`config.mk`:
```
export PLATFORM = sky130hd
export DESIGN_NAME = or_reduce_pipe
export DESIGN_NICKNAME = d
export VERILOG_FILES = /design/src/rtl/or_reduce_pkg.sv /design/src/rtl/or_reduce_pipe_stage.sv /design/src/rtl/or_reduce_pipe.sv
export SDC_FILE = /design/constraint.sdc
export NUM_CORES = 1
export LEC_CHECK = 0
export CAP_MARGIN = 20
export CORE_MARGIN = 1
export CORE_UTILIZATION = 38
export DETAILED_ROUTE_END_ITERATION = 16
export HOLD_SLACK_MARGIN = 0.03
export PLACE_DENSITY = 0.82
export RECOVER_POWER = 25
export SETUP_SLACK_MARGIN = 0.3
export SYNTH_ARGS = -nofsm -noshare
export SYNTH_HDL_FRONTEND = slang
export SYNTH_SLANG_ARGS = --single-unit
```
`constraint.sdc`:
```
create_clock -name clock -period 2.5 [get_ports clock]
set_clock_uncertainty 0.05 [all_clocks]
set_input_delay 0.625 -clock clock [delete_from_list [all_inputs] [get_ports clock]]
set_output_delay 0.625 -clock clock [all_outputs]
set_load 0.05 [all_outputs]
```
`src/rtl/or_reduce_pkg.sv`:
```
`default_nettype none
// ============================================================================
//  Module      : or_reduce_pkg
//  Description : Tree-depth and stage-partitioning helpers for or_reduce_pipe.
//  Revision    : 1.0 - initial release
// ============================================================================
package or_reduce_pkg;

    localparam int c_def_width            = 32;
    localparam int c_def_levels_per_stage = 2;
    localparam int c_def_cnt_w            = 8;

    function automatic int clog2(input int n);
        int r;
        r = 0;
        while ((1 << r) < n) r++;
        return r;
    endfunction

    function automatic int tree_depth(input int width);
        return clog2(width);
    endfunction

    function automatic int num_stages(input int width, input int lps);
        int s;
        s = (tree_depth(width) + lps - 1) / lps;
        return (s < 1) ? 1 : s;
    endfunction

    // Tree level reached at stage boundary b; boundary 0 is the padded input word.
    function automatic int bound_level(input int width, input int lps, input int b);
        int lv;
        lv = b * lps;
        if (lv > tree_depth(width)) lv = tree_depth(width);
        return lv;
    endfunction

    function automatic int bound_width(input int width, input int lps, input int b);
        return 1 << (tree_depth(width) - bound_level(width, lps, b));
    endfunction

    function automatic int bound_offset(input int width, input int lps, input int b);
        int off;
        off = 0;
        for (int j = 0; j < b; j++) off += bound_width(width, lps, j);
        return off;
    endfunction

endpackage
`default_nettype wire

```
`src/rtl/or_reduce_pipe_stage.sv`:
```
`default_nettype none
// ============================================================================
//  Module      : or_tree_stage
//  Description : LEVELS levels of 2-input OR, optionally followed by an
//                enable-gated register carrying valid/last.
//  Revision    : 1.0 - initial release
// ============================================================================
module or_tree_stage
    import or_reduce_pkg::*;
#(
    parameter int IN_W   = 2,
    parameter int LEVELS = 1,
    parameter int REG_EN = 1,
    parameter int OUT_W  = IN_W >> LEVELS
) (
    input  logic             clock,
    input  logic             reset,
    input  logic             en,
    input  logic             in_valid,
    input  logic             in_last,
    input  logic [IN_W-1:0]  in_data,
    output logic             out_valid,
    output logic             out_last,
    output logic [OUT_W-1:0] out_data
);

    localparam int c_group = 1 << LEVELS;

    logic [OUT_W-1:0] w_red;

    // A reduction over 2^LEVELS bits is exactly LEVELS balanced OR levels.
    for (genvar i = 0; i < OUT_W; i++) begin : g_or
        assign w_red[i] = |in_data[i*c_group +: c_group];
    end

    if (REG_EN != 0) begin : g_reg
        logic             r_valid;
        logic             r_last;
        logic [OUT_W-1:0] r_data;

        always_ff @(posedge clock or posedge reset) begin
            if (reset) begin
                r_valid <= 1'b0;
                r_last  <= 1'b0;
                r_data  <= '0;
            end else if (en) begin
                r_valid <= in_valid;
                r_last  <= in_last;
                r_data  <= w_red;
            end
        end

        assign out_valid = r_valid;
        assign out_last  = r_last;
        assign out_data  = r_data;
    end else begin : g_comb
        // The final stage feeds the output register in the parent directly.
        logic w_unused;
        assign w_unused  = ^{clock, reset, en};
        assign out_valid = in_valid;
        assign out_last  = in_last;
        assign out_data  = w_red;
    end

endmodule
`default_nettype wire

```
`src/rtl/or_reduce_pipe.sv`:
```
`default_nettype none
// ============================================================================
//  Module      : or_reduce_pipe
//  Description : Pipelined WIDTH-bit OR reduction with valid/ready handshake.
//                Define OR_REDUCE_ACCUM_EN to OR whole frames and count beats.
//  Revision    : 1.0 - initial release
// ============================================================================
module or_reduce_pipe
    import or_reduce_pkg::*;
#(
    parameter int WIDTH            = c_def_width,
    parameter int LEVELS_PER_STAGE = c_def_levels_per_stage,
    parameter int CNT_W            = c_def_cnt_w
) (
    input  logic             clock,
    input  logic             reset,
    input  logic             in_valid,
    output logic             in_ready,
    input  logic [WIDTH-1:0] in_data,
    input  logic             in_last,
    output logic             out_valid,
    input  logic             out_ready,
    output logic             out_any,
    output logic             out_none,
    output logic [CNT_W-1:0] out_beats
);

    localparam int c_depth   = tree_depth(WIDTH);
    localparam int c_pad_w   = 1 << c_depth;
    localparam int c_stages  = num_stages(WIDTH, LEVELS_PER_STAGE);
    localparam int c_chain_w = bound_offset(WIDTH, LEVELS_PER_STAGE, c_stages);

    logic                 w_stall;
    logic                 w_last_in;
    logic [c_chain_w-1:0] w_chain;
    logic [c_stages-1:0]  w_vld;
    logic [c_stages-1:0]  w_lst;
    logic                 w_fin_valid;
    logic                 w_fin_last;
    logic                 w_fin_any;
    logic                 w_load;
    logic                 w_frame_any;
    logic                 r_out_valid;
    logic                 r_out_any;
    logic                 r_out_none;

    assign w_stall  = r_out_valid && !out_ready;
    assign in_ready = !w_stall;
    assign w_vld[0] = in_valid;
    assign w_lst[0] = w_last_in;

    if (c_pad_w > WIDTH) begin : g_pad
        assign w_chain[c_pad_w-1:0] = {{(c_pad_w-WIDTH){1'b0}}, in_data};
    end else begin : g_nopad
        assign w_chain[c_pad_w-1:0] = in_data;
    end

    // w_chain packs the partial-OR vector at every registered stage boundary.
    for (genvar k = 0; k < c_stages; k++) begin : g_stage
        localparam int c_in_w   = bound_width(WIDTH, LEVELS_PER_STAGE, k);
        localparam int c_in_off = bound_offset(WIDTH, LEVELS_PER_STAGE, k);
        localparam int c_lvls   = bound_level(WIDTH, LEVELS_PER_STAGE, k + 1)
                                - bound_level(WIDTH, LEVELS_PER_STAGE, k);

        if (k < c_stages - 1) begin : g_reg
            localparam int c_out_w   = bound_width(WIDTH, LEVELS_PER_STAGE, k + 1);
            localparam int c_out_off = bound_offset(WIDTH, LEVELS_PER_STAGE, k + 1);

            or_tree_stage #(
                .IN_W   (c_in_w),
                .LEVELS (c_lvls),
                .REG_EN (1)
            ) u_stage (
                .clock     (clock),
                .reset     (reset),
                .en        (!w_stall),
                .in_valid  (w_vld[k]),
                .in_last   (w_lst[k]),
                .in_data   (w_chain[c_in_off +: c_in_w]),
                .out_valid (w_vld[k+1]),
                .out_last  (w_lst[k+1]),
                .out_data  (w_chain[c_out_off +: c_out_w])
            );
        end else begin : g_last
            or_tree_stage #(
                .IN_W   (c_in_w),
                .LEVELS (c_lvls),
                .REG_EN (0)
            ) u_stage (
                .clock     (clock),
                .reset     (reset),
                .en        (!w_stall),
                .in_valid  (w_vld[k]),
                .in_last   (w_lst[k]),
                .in_data   (w_chain[c_in_off +: c_in_w]),
                .out_valid (w_fin_valid),
                .out_last  (w_fin_last),
                .out_data  (w_fin_any)
            );
        end
    end

    assign w_load = w_fin_valid && w_fin_last;

`ifdef OR_REDUCE_ACCUM_EN
    localparam logic [CNT_W-1:0] c_cnt_max = '1;

    logic             r_acc_any;
    logic [CNT_W-1:0] r_acc_cnt;
    logic [CNT_W-1:0] r_out_beats;
    logic [CNT_W-1:0] w_frame_cnt;

    assign w_last_in   = in_last;
    assign w_frame_any = r_acc_any | w_fin_any;
    assign w_frame_cnt = (r_acc_cnt == c_cnt_max) ? c_cnt_max : r_acc_cnt + 1'b1;

    // The closing beat clears the accumulator in the same cycle it publishes.
    always_ff @(posedge clock or posedge reset) begin
        if (reset) begin
            r_acc_any   <= 1'b0;
            r_acc_cnt   <= '0;
            r_out_beats <= '0;
        end else if (!w_stall && w_fin_valid) begin
            if (w_fin_last) begin
                r_acc_any   <= 1'b0;
                r_acc_cnt   <= '0;
                r_out_beats <= w_frame_cnt;
            end else begin
                r_acc_any   <= w_frame_any;
                r_acc_cnt   <= w_frame_cnt;
            end
        end
    end

    assign out_beats = r_out_beats;
`else
    localparam logic [CNT_W-1:0] c_cnt_one = CNT_W'(1);

    logic w_unused_last;

    assign w_unused_last = in_last;
    assign w_last_in     = 1'b1;
    assign w_frame_any   = w_fin_any;
    assign out_beats     = c_cnt_one;
`endif

    always_ff @(posedge clock or posedge reset) begin
        if (reset) begin
            r_out_valid <= 1'b0;
            r_out_any   <= 1'b0;
            r_out_none  <= 1'b0;
        end else if (!w_stall) begin
            r_out_valid <= w_load;
            r_out_none  <= w_load && !w_frame_any;
            if (w_load) begin
                r_out_any <= w_frame_any;
            end
        end
    end

    assign out_valid = r_out_valid;
    assign out_any   = r_out_any;
    assign out_none  = r_out_none;

endmodule
`default_nettype wire

```
=== Word-level counts from Yosys, hierarchy flattened ===
Index checks and enable logic that the tools add are counted.
Widths: inputs -> output; s select.

* Bits of input ports: 37
* Word-level logic and storage cells: 28
* Output and inout bits: 12
* Bits in registers: 17

* Reduce and logical (&&, ||, !) cells: 18
* Bitwise gates (word level): 1

{| class="wikitable"
|+ Operators by type and width
! operator !! number
|-
| $reduce_or 4->1 || 10
|-
| $logic_and 1x1->1 || 3
|-
| $logic_not 1->1 || 3
|-
| $reduce_and 2->1 || 1
|-
| $reduce_or 2->1 || 1
|-
| $not 1->1 || 1
|}

=== Logic depth before layout (Yosys ltp) ===
Gate-level depths: netlist of run 1.

* Depth in word-level cells: 4
* Depth in mapped cells: 5
* Depth with buffers taken out: 4

=== Hierarchy ===
From an unflattened synthesis of run 1, not the netlist that was laid out.

* Cell total of the unflattened synthesis: 76
* Area, all modules: 815.8 µm²

{| class="wikitable"
|+ Modules (own cells, without submodules)
! module !! times used !! area an instance (µm²) !! cells an instance !! sequential area each (µm²)
|-
| or_tree_stage (g_stage[0].g_reg.u_stage) || 1 || 435.4 || 39 || 250.2
|-
| or_reduce_pipe || 1 || 202.7 || 21 || 75.1
|-
| or_tree_stage (g_stage[1].g_reg.u_stage) || 1 || 156.4 || 13 || 100.1
|-
| or_tree_stage (g_stage[2].g_last.u_stage) || 1 || 21.3 || 3 || 0.0
|}

=== Least setup slack after synthesis of run 1 ===
No wires, ideal clock.

* Path type: register to output
* Start: register r_out_valid, in the netlist out_valid
* End: output in_ready
* Cell stages (with the launch flop): 4
* Required time: 1.825 ns
* Arrival: 1.237 ns
* Path slack: 0.588 ns
* Cells stage by stage: dfrtp_1 -> nor2b_4 -> buf_6 -> inv_1

* Word-level cells in the longest chain between the ends: 2

{| class="wikitable"
|+ RTL lines
! item !! RTL line !! RTL
|-
| start: declaration || or_reduce_pipe.sv:43 || <nowiki>logic r_out_valid;</nowiki>
|-
| start signal: assignment || or_reduce_pipe.sv:153 || <nowiki>r_out_valid <= w_load;</nowiki>
|-
| $logic_and 1x1->1 || or_reduce_pipe.sv:47 || <nowiki>assign w_stall = r_out_valid && !out_ready;</nowiki>
|-
| $logic_not 1->1 || - ||
|-
| end: declaration || or_reduce_pipe.sv:18 || <nowiki>output logic in_ready,</nowiki>
|}

No other way between the ends.

=== Worst setup path after layout of run 1 ===
* Start: input out_ready
* End: output in_ready

* Word-level cells in the longest chain between the ends: 3

{| class="wikitable"
|+ RTL lines
! item !! RTL line !! RTL
|-
| start: declaration || or_reduce_pipe.sv:22 || <nowiki>input logic out_ready,</nowiki>
|-
| $logic_not 1->1 || or_reduce_pipe.sv:47 ||
|-
| $logic_and 1x1->1 || or_reduce_pipe.sv:47 ||
|-
| $logic_not 1->1 || - ||
|}

No other way between the ends.

==> metrics.cfg, run 1 <==
[status]
status = complete, no violations

[clocking]
cts_buffers = 3
clock_sinks = 17
clock_latency_ps = 290
h-tree-depth = 1
clockBufferDepth = 2
clkTransAtPathRegs_ps = 100
cts_tree = built
cts_root_buf = clkbuf_4

[power]
seqPwrFrac = 0.429
power.leakage_uw = 0.000479
p_int_uw = 581
powerDensity_mw_per_mm2 = 787
peakVddDrop_mv = 0.458
power_switching_uw = 355
combPwrFrac = 0.416
p_clk_frac = 0.155
swShare = 0.380

[grt]
grtUsageMet3 = 0.0264
grt_pass1_vias = 611
antenna_found_initial = 0
grt_pass1_wl_um = 2420
top_usage_layer = met2
grt_max_degree = 29
overflow = 0
use_met1 = 0.171
use_met2 = 0.276
grtUsageTotal = 0.161

[sta]
worst_slew_pin_slew_ps = 621
rsz0062_at_grt = no
timing.fmax_ghz = 0.458
holdWs_ps = 422
hold_viol = 0
slew_headroom = 0.586
drv_slew = 0
finalCriticalPeriod_ps = 2180
setup_violations = 0
tns_ps = 0
finalCritPeriodShare = 0.874

[logic_synthesis]
syn_area_um2 = 797
synth_edf_count = 0
synth_async_sr_flop_share = 1.00
yosys-top-cells-area = dfrtp_1 53%, nand2_1 9.9%, buf_4 8.5%, nor4_1 7.8%, o21ai_2 7.7%
synthTopCellsByCount = 21 x nand2_1, 17 x dfrtp_1, 10 x nor4_1
synth_top_area_cell = dfrtp_1
synth.avg_cell_area_um2 = 9.96
synth.most_common_cell = nand2_1
yosys.area.top_type_share = 0.534
ys_seq_area_frac = 0.534
synth.distinct_cells = 15
ys_warn_count = 0
synth_seq_cells = 17
syn_inst = 80
synth_ff_type = dfrtp_1

[detailed_routing]
drt_pass1_iterations = 3
viasPerCell = 4.55
drt-total-wl_um = 1490
vias = 664
routedWlPerCell_um = 10.2
route.detailed.drc = 0
drtIter0Drc = 4
ant_nets = 0

[final_layout]
drive_gt1_frac = 0.109
syn_to_final_growth_pct = 49.1
final_nets = 157
instances_no_fill = 146
diodes = 0

[floorplanning]
core-area_mm2 = 0.00196
std_cell_rows = 16
die_w_um = 47.8
initial_core_util = 0.406
die_area_mm2 = 0.00228
die_h_um = 47.8
io_pins = 49

[worst_hold_path]
min_path_type = reg -> reg
hp-start = g_stage[0].g_reg.u_stage.out_last$_DFFE_PP0N_

[setup_path]
crit_type = in -> out
crit_path_end_kind = output port
critPathMaxFanout = 5
crit_start = out_ready
r2r-start = out_valid$_DFFE_PP0N_
critPathMaxStageDelay_ps = 500
critPathLaunchType = input port
worstPathCellList = clkdlybuf4s50_1 -> nor2b_4 -> inv_1 -> buf_6
worstPathRequired_ps = 1820
cp_slowest_cell = clkdlybuf4s50_1
crit_arrival_ps = 1510

[flow_run]
drv_cap = 0

[placement]
gp_congestion = 0.687
dpl.hpwl_um = 1230
placed_cells = 142
io_buffers = 39

==> final cells by class <==
class | count | area [µm²]
fillers | 195 | 773
flip-flops and latches | 17 | 425
repair buffers | 40 | 399
multi-input cells | 56 | 297
well taps | 27 | 33.8
clock buffers | 4 | 26.3
inverters | 2 | 7.51
==> power by group through the flow <==
stage                     Clock (µW)  Sequential (µW)  Combinational, µW
after floorplan                    0              461                233
after global placement             0              404                378
after detailed placement           0              409                388
after CTS                        151              403                392
after global routing             162              411                428
final                            145              402                389
==> flip-flops by register name (all words and copies together), names as in the netlist <==
name,cells
g_stage.g_reg.u_stage.out_last,2
g_stage.g_reg.u_stage.out_data,10
g_stage.g_reg.u_stage.out_valid,2
out_any,1
out_valid,1
out_none,1
==> final timing paths <==
path / end / slack, ps / cells after the start
worst min-delay path: g_stage[1].g_reg.u_stage.out_last$_DFFE_PP0N_ / 420 / 2
min in group asynchronous: g_stage[1].g_reg.u_stage.out_last$_DFFE_PP0N_ / 800 / 2
worst min register to register: g_stage[1].g_reg.u_stage.out_last$_DFFE_PP0N_ / 420 / 2
worst max register to register: out_none$_DFFE_PP0N_ / 1270 / 4
worst max-delay path: in_ready / 320 / 4
max in group asynchronous: g_stage[0].g_reg.u_stage.out_data[7]$_DFFE_PP0N_ / 1200 / 2
==> per-stage QoR <==
| step | area, µm² | power, µW | worst slack [ps] | util |
|---|---|---|---|---|
| 6_report | 1190 | 936 | 315 | 0.606 |
| 4_1_cts | 1190 | 946 | 321 | 0.606 |
| 2_1_floorplan | 820 | 694 | 588 | - |
| 3_3_place_gp | 1160 | 783 | 308 | 0.591 |
| 3_5_place_dp | 1160 | 798 | 295 | 0.591 |
| 5_1_grt | 1190 | 1000 | 261 | 0.606 |
==> placed cells by master, fill, tap and decap left out, drive strengths merged <==
| master | Yosys | final |
|---|---|---|
| o31ai | 1 | 1 |
| nor4 | 10 | 10 |
| nor2b | 1 | 1 |
| dlygate4sd3 | 0 | 1 |
| inv | 2 | 2 |
| o21ai | 11 | 11 |
| nand2b | 1 | 1 |
| clkdlybuf4s50 | 0 | 37 |
| dfrtp | 17 | 17 |
| buf | 11 | 2 |
| nor2 | 2 | 2 |
| conb | 2 | 8 |
| clkbuf | 0 | 4 |
| a22o | 1 | 1 |
| nand2 | 21 | 21 |
==> worst max-delay path: cells and delay by family <==
family | cells | cell delay, ps
buffers and inverters | 3 | 840
and+or+nand+nor | 1 | 50
==> cells by family (layout without fill, tap and decap cells) <==
family | Yosys count | count (layout) | synth area share
simple gates | 35 | 35 | 0.212
flops | 17 | 17 | 0.534
other cells | 2 | 8 | 0.00942
buf+inv | 13 | 46 | 0.122
compound gates | 13 | 13 | 0.122
==> routing by layer <==
metal | vias up | wire [µm]
met5 | - | 0
met4 | 0 | 61
met3 | 6 | 70
met2 | 27 | 785
met1 | 299 | 568
li1 | 332 | -
==> what timing repair did <==
| action | CTS | global route |
|---|---|---|
| endpoints found under the setup margin | 1 | 1 |
| hold buffers | 0 | 0 |
| gates resized for setup | 1 | 1 |
| setup buffers | 0 | 0 |
| pin swaps | 0 | 0 |
No activity file was read; power rests on OpenSTA's default activity.
==> inputs of run 2 (changes only) <==
--- a/config.mk
+++ b/config.mk
@@ -6,6 +6,7 @@
 export NUM_CORES = 1
 export LEC_CHECK = 0
 export CAP_MARGIN = 20
+export CORE_ASPECT_RATIO = 1.25
 export CORE_MARGIN = 1
 export CORE_UTILIZATION = 38
 export DETAILED_ROUTE_END_ITERATION = 16
==> run 2 against run 1 <==
Effect of this change: count of clock-buffer cells in the layout stayed put; largest power group unchanged; final cell count is 4.8% lower; sequential power hardly changed.
==> metrics.cfg, run 2 (synthesis results as in run 1) <==
[setup_path]
crit_type = in -> out  ; unchanged
r2r-end = out_none$_DFFE_PP0N_  ; unchanged
critPathMaxStageDelay_ps = 570  ; was 500 ps
worstPathRequired_ps = 1820  ; about the same
crit_path_end_kind = output port  ; unchanged
crit_arrival_ps = 1580  ; was 1510 ps
critPathLaunchType = input port  ; unchanged
rr_worst_depth = 4  ; unchanged
rrSetupSlack_ps = 1260  ; was 1270 ps
cp_slowest_cell = dlygate4sd3_1  ; was clkdlybuf4s50_1
critPathMaxFanout = 5  ; unchanged
r2r-start = out_valid$_DFFE_PP0N_  ; unchanged
worstPathCellList = dlygate4sd3_1 -> nor2b_4 -> inv_1 -> buf_6  ; was clkdlybuf4s50_1 -> nor2b_4 -> inv_1 -> buf_6

[grt]
antenna_found_initial = 0  ; unchanged
grt_max_degree = 29  ; unchanged
grt_pass1_wl_um = 2440  ; was 2420 µm
grtUsageTotal = 0.146  ; was 0.161
grtUsageMet3 = 0.0614  ; was 0.0264
top_usage_layer = met2  ; unchanged
overflow = 0  ; unchanged
use_met2 = 0.283  ; was 0.276
grt_pass1_vias = 627  ; was 611
use_met1 = 0.138  ; was 0.171

[clocking]
clock_sinks = 17  ; unchanged
post_cts_resized = 1  ; unchanged
postCtsSetupRepairBufs = 0  ; unchanged
clock_latency_ps = 280  ; was 290 ps
cts_hold_buf = 0  ; unchanged
clkTransAtPathRegs_ps = 90  ; was 100 ps
h-tree-depth = 1  ; unchanged
cts_buffers = 3  ; unchanged
clockBufferDepth = 2  ; unchanged
cts_root_buf = clkbuf_4  ; unchanged
cts_tree = built  ; unchanged

[sta]
holdWs_ps = 433  ; was 422 ps
finalCriticalPeriod_ps = 2260  ; was 2180 ps
drv_slew = 0  ; unchanged
slew_headroom = 0.597  ; was 0.586
worst_slew_pin_slew_ps = 604  ; was 621 ps
timing.fmax_ghz = 0.443  ; was 0.458 GHz
postLayoutSetupSlackWorst_ps = 243  ; was 315 ps
setup_violations = 0  ; unchanged
hold_viol = 0  ; unchanged
tns_ps = 0  ; unchanged
finalCritPeriodShare = 0.903  ; was 0.874
rsz0062_at_grt = no  ; unchanged

[power]
power.leakage_uw = 0.000479  ; about the same
powerDensity_mw_per_mm2 = 790  ; was 787 mW/mm²
peakVddDrop_mv = 0.385  ; was 0.458 mV

[final_layout]
fillers = 180  ; was 195
diodes = 0  ; unchanged
largest_reg_flops = 10  ; unchanged
multi_input_area_um2 = 297  ; unchanged
syn_to_final_growth_pct = 48.0  ; was 49.1%
finish.utilization = 0.595  ; was 0.606
final_nets = 157  ; unchanged
layout_commonest_cell = clkdlybuf4s50_1  ; unchanged
drive_gt1_frac = 0.109  ; unchanged
register_area_um2 = 425  ; unchanged
final_cell_mix = 36 x clkdlybuf4s50_1, 21 x nand2_1, 17 x dfrtp_1  ; was 37 x clkdlybuf4s50_1, 21 x nand2_1, 17 x dfrtp_1

[placement]
pre_cts_ws_ps = 298  ; was 295 ps
io_buffers = 39  ; unchanged
gp_congestion = 0.723  ; was 0.687
dpl.hpwl_um = 1170  ; was 1230 µm

[detailed_routing]
route.detailed.drc = 0  ; unchanged
routedWlPerCell_um = 10.3  ; was 10.2 µm
viasPerCell = 4.90  ; was 4.55
drtIter0Drc = 9  ; was 4
ant_nets = 0  ; unchanged
drt_pass1_iterations = 4  ; was 3
drt-total-wl_um = 1430  ; was 1490 µm
vias = 681  ; was 664

[floorplanning]
die_h_um = 53.2  ; was 47.8 µm
io_pins = 49  ; unchanged
std_cell_rows = 18  ; was 16
initial_core_util = 0.402  ; was 0.406
die_w_um = 43.0  ; was 47.8 µm
die_area_mm2 = 0.00229  ; was 0.00228 mm²
core-area_mm2 = 0.00198  ; was 0.00196 mm²

[worst_hold_path]
hp-start = g_stage[0].g_reg.u_stage.out_data[0]$_DFFE_PP0N_  ; was g_stage[0].g_reg.u_stage.out_last$_DFFE_PP0N_
hold_depth = 2  ; unchanged
min_path_type = reg -> reg  ; unchanged
hold_end = g_stage[0].g_reg.u_stage.out_data[0]$_DFFE_PP0N_  ; was g_stage[1].g_reg.u_stage.out_last$_DFFE_PP0N_

[flow_run]
drv_cap = 0  ; unchanged

[status]
status = complete, no violations  ; unchanged

## run 2: cell types whose count changed in the layout (fill, tap and decap cells not counted)
cell | before | now
clkdlybuf4s50_1 | 37 | 36
dlygate4sd3_1 | 1 | 2
## run 2: per-layer routing
| metal | part of all wire | up-vias |
|---|---|---|
| met4 | 0.0070 | 0 |
| met3 | 0.076 | 2 |
| met2 | 0.57 | 29 |
| met1 | 0.35 | 317 |
| li1 | - | 333 |
| met5 | 0 | - |
## run 2: layout make-up
class / instances / area share
multi-input combinational: 56 / 0.251
tap: 20 / 0.0212
timing repair buffer: 40 / 0.338
sequential: 17 / 0.361
inverter: 2 / 0.00636
clock buffer: 4 / 0.0223
## run 2: per-stage QoR
stage	instance area (µm²)	cells	power, µW
detailed placement	1150	135	801
global route	1180	139	1000
finish	1180	139	932
CTS	1180	139	948
global placement	1150	135	783
floorplan	820	86	694
## run 2: worst max path at each step
stage	endpoint	startpoint	slack [ps]
floorplan	in_ready	out_valid$_DFFE_PP0N_	590
detailed placement	in_ready	out_ready	300
global route	in_ready	out_ready	220
finish	in_ready	out_ready	240
CTS	in_ready	out_ready	320
global placement	in_ready	out_ready	310
## run 2: where the power goes
part	switching, µW	internal, µW
registers	44.8	359
clock network	79.1	62.0
logic	228	159
total	352	580
## run 2: critical path, delay by kind of cell
| kind | cells | cell delay [ps] |
|---|---|---|
| and+or+nand+nor | 1 | 120 |
| buffers and inverters | 3 | 840 |
==> inputs of run 3 (changes only) <==
--- a/config.mk
+++ b/config.mk
@@ -5,6 +5,7 @@
 export SDC_FILE = /design/constraint.sdc
 export NUM_CORES = 1
 export LEC_CHECK = 0
+export ABC_CLOCK_PERIOD_IN_PS = 2750
 export CAP_MARGIN = 20
 export CORE_ASPECT_RATIO = 1.25
 export CORE_MARGIN = 1
==> constraint.sdc (replaced) <==
create_clock -name clock -period 2.75 [get_ports clock]
set_clock_uncertainty 0.05 [all_clocks]
set_input_delay 0.6875 -clock clock [delete_from_list [all_inputs] [get_ports clock]]
set_output_delay 0.6875 -clock clock [all_outputs]
set_load 0.05 [all_outputs]
==> run 3 against run 2 <==
Effect of this change: first-iteration DRC count decreased by 33%; routed wire length increased by 1.7%; non-clock buffer count unchanged; register-to-register slack improved by 250 ps; critical path depth unchanged; combinational power decreased by 9.6%; count of clock-buffer cells in the layout decreased by 1; final area decreased by 0.21%; clock power decreased by 7%; via count increased by 0.15%; die area unchanged.
==> metrics.cfg, run 3 (synthesis results as in run 1) <==
[setup_path]
crit_type = in -> out  ; unchanged
r2r-end = out_none$_DFFE_PP0N_  ; unchanged
critPathMaxFanout = 5  ; unchanged
worstPathRequired_ps = 2010  ; was 1820 ps
crit_path_end_kind = output port  ; unchanged
r2r-start = out_valid$_DFFE_PP0N_  ; unchanged
rr_worst_depth = 4  ; unchanged
critPathLaunchType = input port  ; unchanged
crit_arrival_ps = 1670  ; was 1580 ps
rrSetupSlack_ps = 1510  ; was 1260 ps

[grt]
grt_pass1_vias = 599  ; was 627
overflow = 0  ; unchanged
grt_max_degree = 29  ; unchanged
grtUsageTotal = 0.148  ; was 0.146
grt_pass1_wl_um = 2450  ; was 2440 µm
antenna_found_initial = 0  ; unchanged

[final_layout]
final_cell_mix = 36 x clkdlybuf4s50_1, 21 x nand2_1, 17 x dfrtp_1  ; unchanged
finish.utilization = 0.594  ; was 0.595
drive_gt1_frac = 0.118  ; was 0.109
register_area_um2 = 425  ; unchanged
fillers = 176  ; was 180
final_nets = 157  ; unchanged
diodes = 0  ; unchanged
layout_commonest_cell = clkdlybuf4s50_1  ; unchanged
largest_reg_flops = 10  ; unchanged
instances_no_fill = 139  ; unchanged
multi_input_area_um2 = 297  ; unchanged
syn_to_final_growth_pct = 47.7  ; was 48.0%

[clocking]
postCtsSetupRepairBufs = 0  ; unchanged
h-tree-depth = 1  ; unchanged
post_cts_resized = 0  ; was 1
cts_hold_buf = 0  ; unchanged
clock_latency_ps = 300  ; was 280 ps
clkTransAtPathRegs_ps = 90  ; about the same
cts_buffers = 3  ; unchanged
clock_sinks = 17  ; unchanged
cts_tree = built  ; unchanged
cts_root_buf = clkbuf_4  ; unchanged
clockBufferDepth = 2  ; unchanged

[detailed_routing]
drt_pass1_iterations = 3  ; was 4
drtIter0Drc = 6  ; was 9
drt-total-wl_um = 1450  ; was 1430 µm
ant_nets = 0  ; unchanged
routedWlPerCell_um = 10.5  ; was 10.3 µm
viasPerCell = 4.91  ; was 4.90
vias = 682  ; was 681
route.detailed.drc = 0  ; unchanged

[floorplanning]
io_pins = 49  ; unchanged
die_area_mm2 = 0.00229  ; unchanged
core-area_mm2 = 0.00198  ; unchanged
std_cell_rows = 18  ; unchanged
die_h_um = 53.2  ; unchanged
die_w_um = 43.0  ; unchanged
initial_core_util = 0.402  ; unchanged

[power]
power.leakage_uw = 0.000481  ; was 0.000479 µW
powerDensity_mw_per_mm2 = 723  ; was 790 mW/mm²
power_switching_uw = 328  ; was 352 µW
peakVddDrop_mv = 0.282  ; was 0.385 mV
p_int_uw = 523  ; was 580 µW
p_clk_frac = 0.154  ; was 0.151
swShare = 0.386  ; was 0.378
combPwrFrac = 0.412  ; was 0.415
seqPwrFrac = 0.434  ; was 0.433

[status]
status = complete, no violations  ; unchanged

[placement]
dpl.hpwl_um = 1160  ; was 1170 µm
io_buffers = 39  ; unchanged
pre_cts_ws_ps = 417  ; was 298 ps
gp_congestion = 0.723  ; about the same
placed_cells = 135  ; unchanged

[sta]
rsz0062_at_grt = no  ; unchanged
tns_ps = 0  ; unchanged
finalCritPeriodShare = 0.875
drv_slew = 0  ; unchanged
timing.fmax_ghz = 0.415
hold_viol = 0  ; unchanged
slew_headroom = 0.582  ; was 0.597
worst_slew_pin_slew_ps = 627  ; was 604 ps
finalCriticalPeriod_ps = 2410
postLayoutSetupSlackWorst_ps = 343  ; was 243 ps
setup_violations = 0  ; unchanged

[worst_hold_path]
hold_end = g_stage[0].g_reg.u_stage.out_last$_DFFE_PP0N_  ; was g_stage[0].g_reg.u_stage.out_data[0]$_DFFE_PP0N_
hold_depth = 1  ; was 2
min_path_type = reg -> reg  ; unchanged
hp-start = g_stage[0].g_reg.u_stage.out_last$_DFFE_PP0N_  ; was g_stage[0].g_reg.u_stage.out_data[0]$_DFFE_PP0N_

[flow_run]
drv_cap = 0  ; unchanged

-- run 3: power groups by stage --
stage / clock [µW] / sequential (µW) / combinational [µW]
2_1_floorplan: 0 / 419 / 212
3_3_place_gp: 0 / 368 / 344
4_1_cts: 134 / 370 / 354
5_1_grt: 146 / 379 / 382
3_5_place_dp: 0 / 375 / 353
6_report: 131 / 369 / 350
-- run 3: per-layer routing --
| layer | GRT usage | share of wire | vias to the layer above |
|---|---|---|---|
| li1 | - | - | 335 |
| met1 | 0.162 | 0.39 | 318 |
| met2 | 0.260 | 0.53 | 27 |
| met3 | 0.0410 | 0.061 | 2 |
| met4 | 0.0758 | 0.018 | 0 |
| met5 | 0 | 0 | - |
-- run 3: final cells by class --
cell class / count / share of cell area
Sequential cell: 17 / 0.361
Timing Repair Buffer: 40 / 0.336
Multi-Input combinational cell: 56 / 0.252
Tap cell: 20 / 0.0213
Clock buffer: 3 / 0.0191
Inverter: 2 / 0.00638
Clock inverter: 1 / 0.00425
-- run 3: how the worst max path moves through the flow --
stage / start / end / slack [ps]
final: out_ready / in_ready / 340
after global placement: out_ready / in_ready / 430
after floorplan: out_valid$_DFFE_PP0N_ / in_ready / 780
after global routing: out_ready / in_ready / 320
after CTS: out_ready / in_ready / 420
after detailed placement: out_ready / in_ready / 420
-- run 3: per-stage QoR --
| stage | total power (µW) | area, µm² | hold WS (ps) |
|---|---|---|---|
| 2_1_floorplan | 631 | 820 | 385 |
| 6_report | 851 | 1180 | 435 |
| 4_1_cts | 858 | 1180 | 432 |
| 3_5_place_dp | 729 | 1150 | 406 |
| 5_1_grt | 906 | 1180 | 461 |
| 3_3_place_gp | 712 | 1150 | 400 |
-- run 3: critical path, stage by stage --
cell and delay, ps:
dlygate4sd3_1 570, nor2b_4 120, inv_1 90, buf_4 200
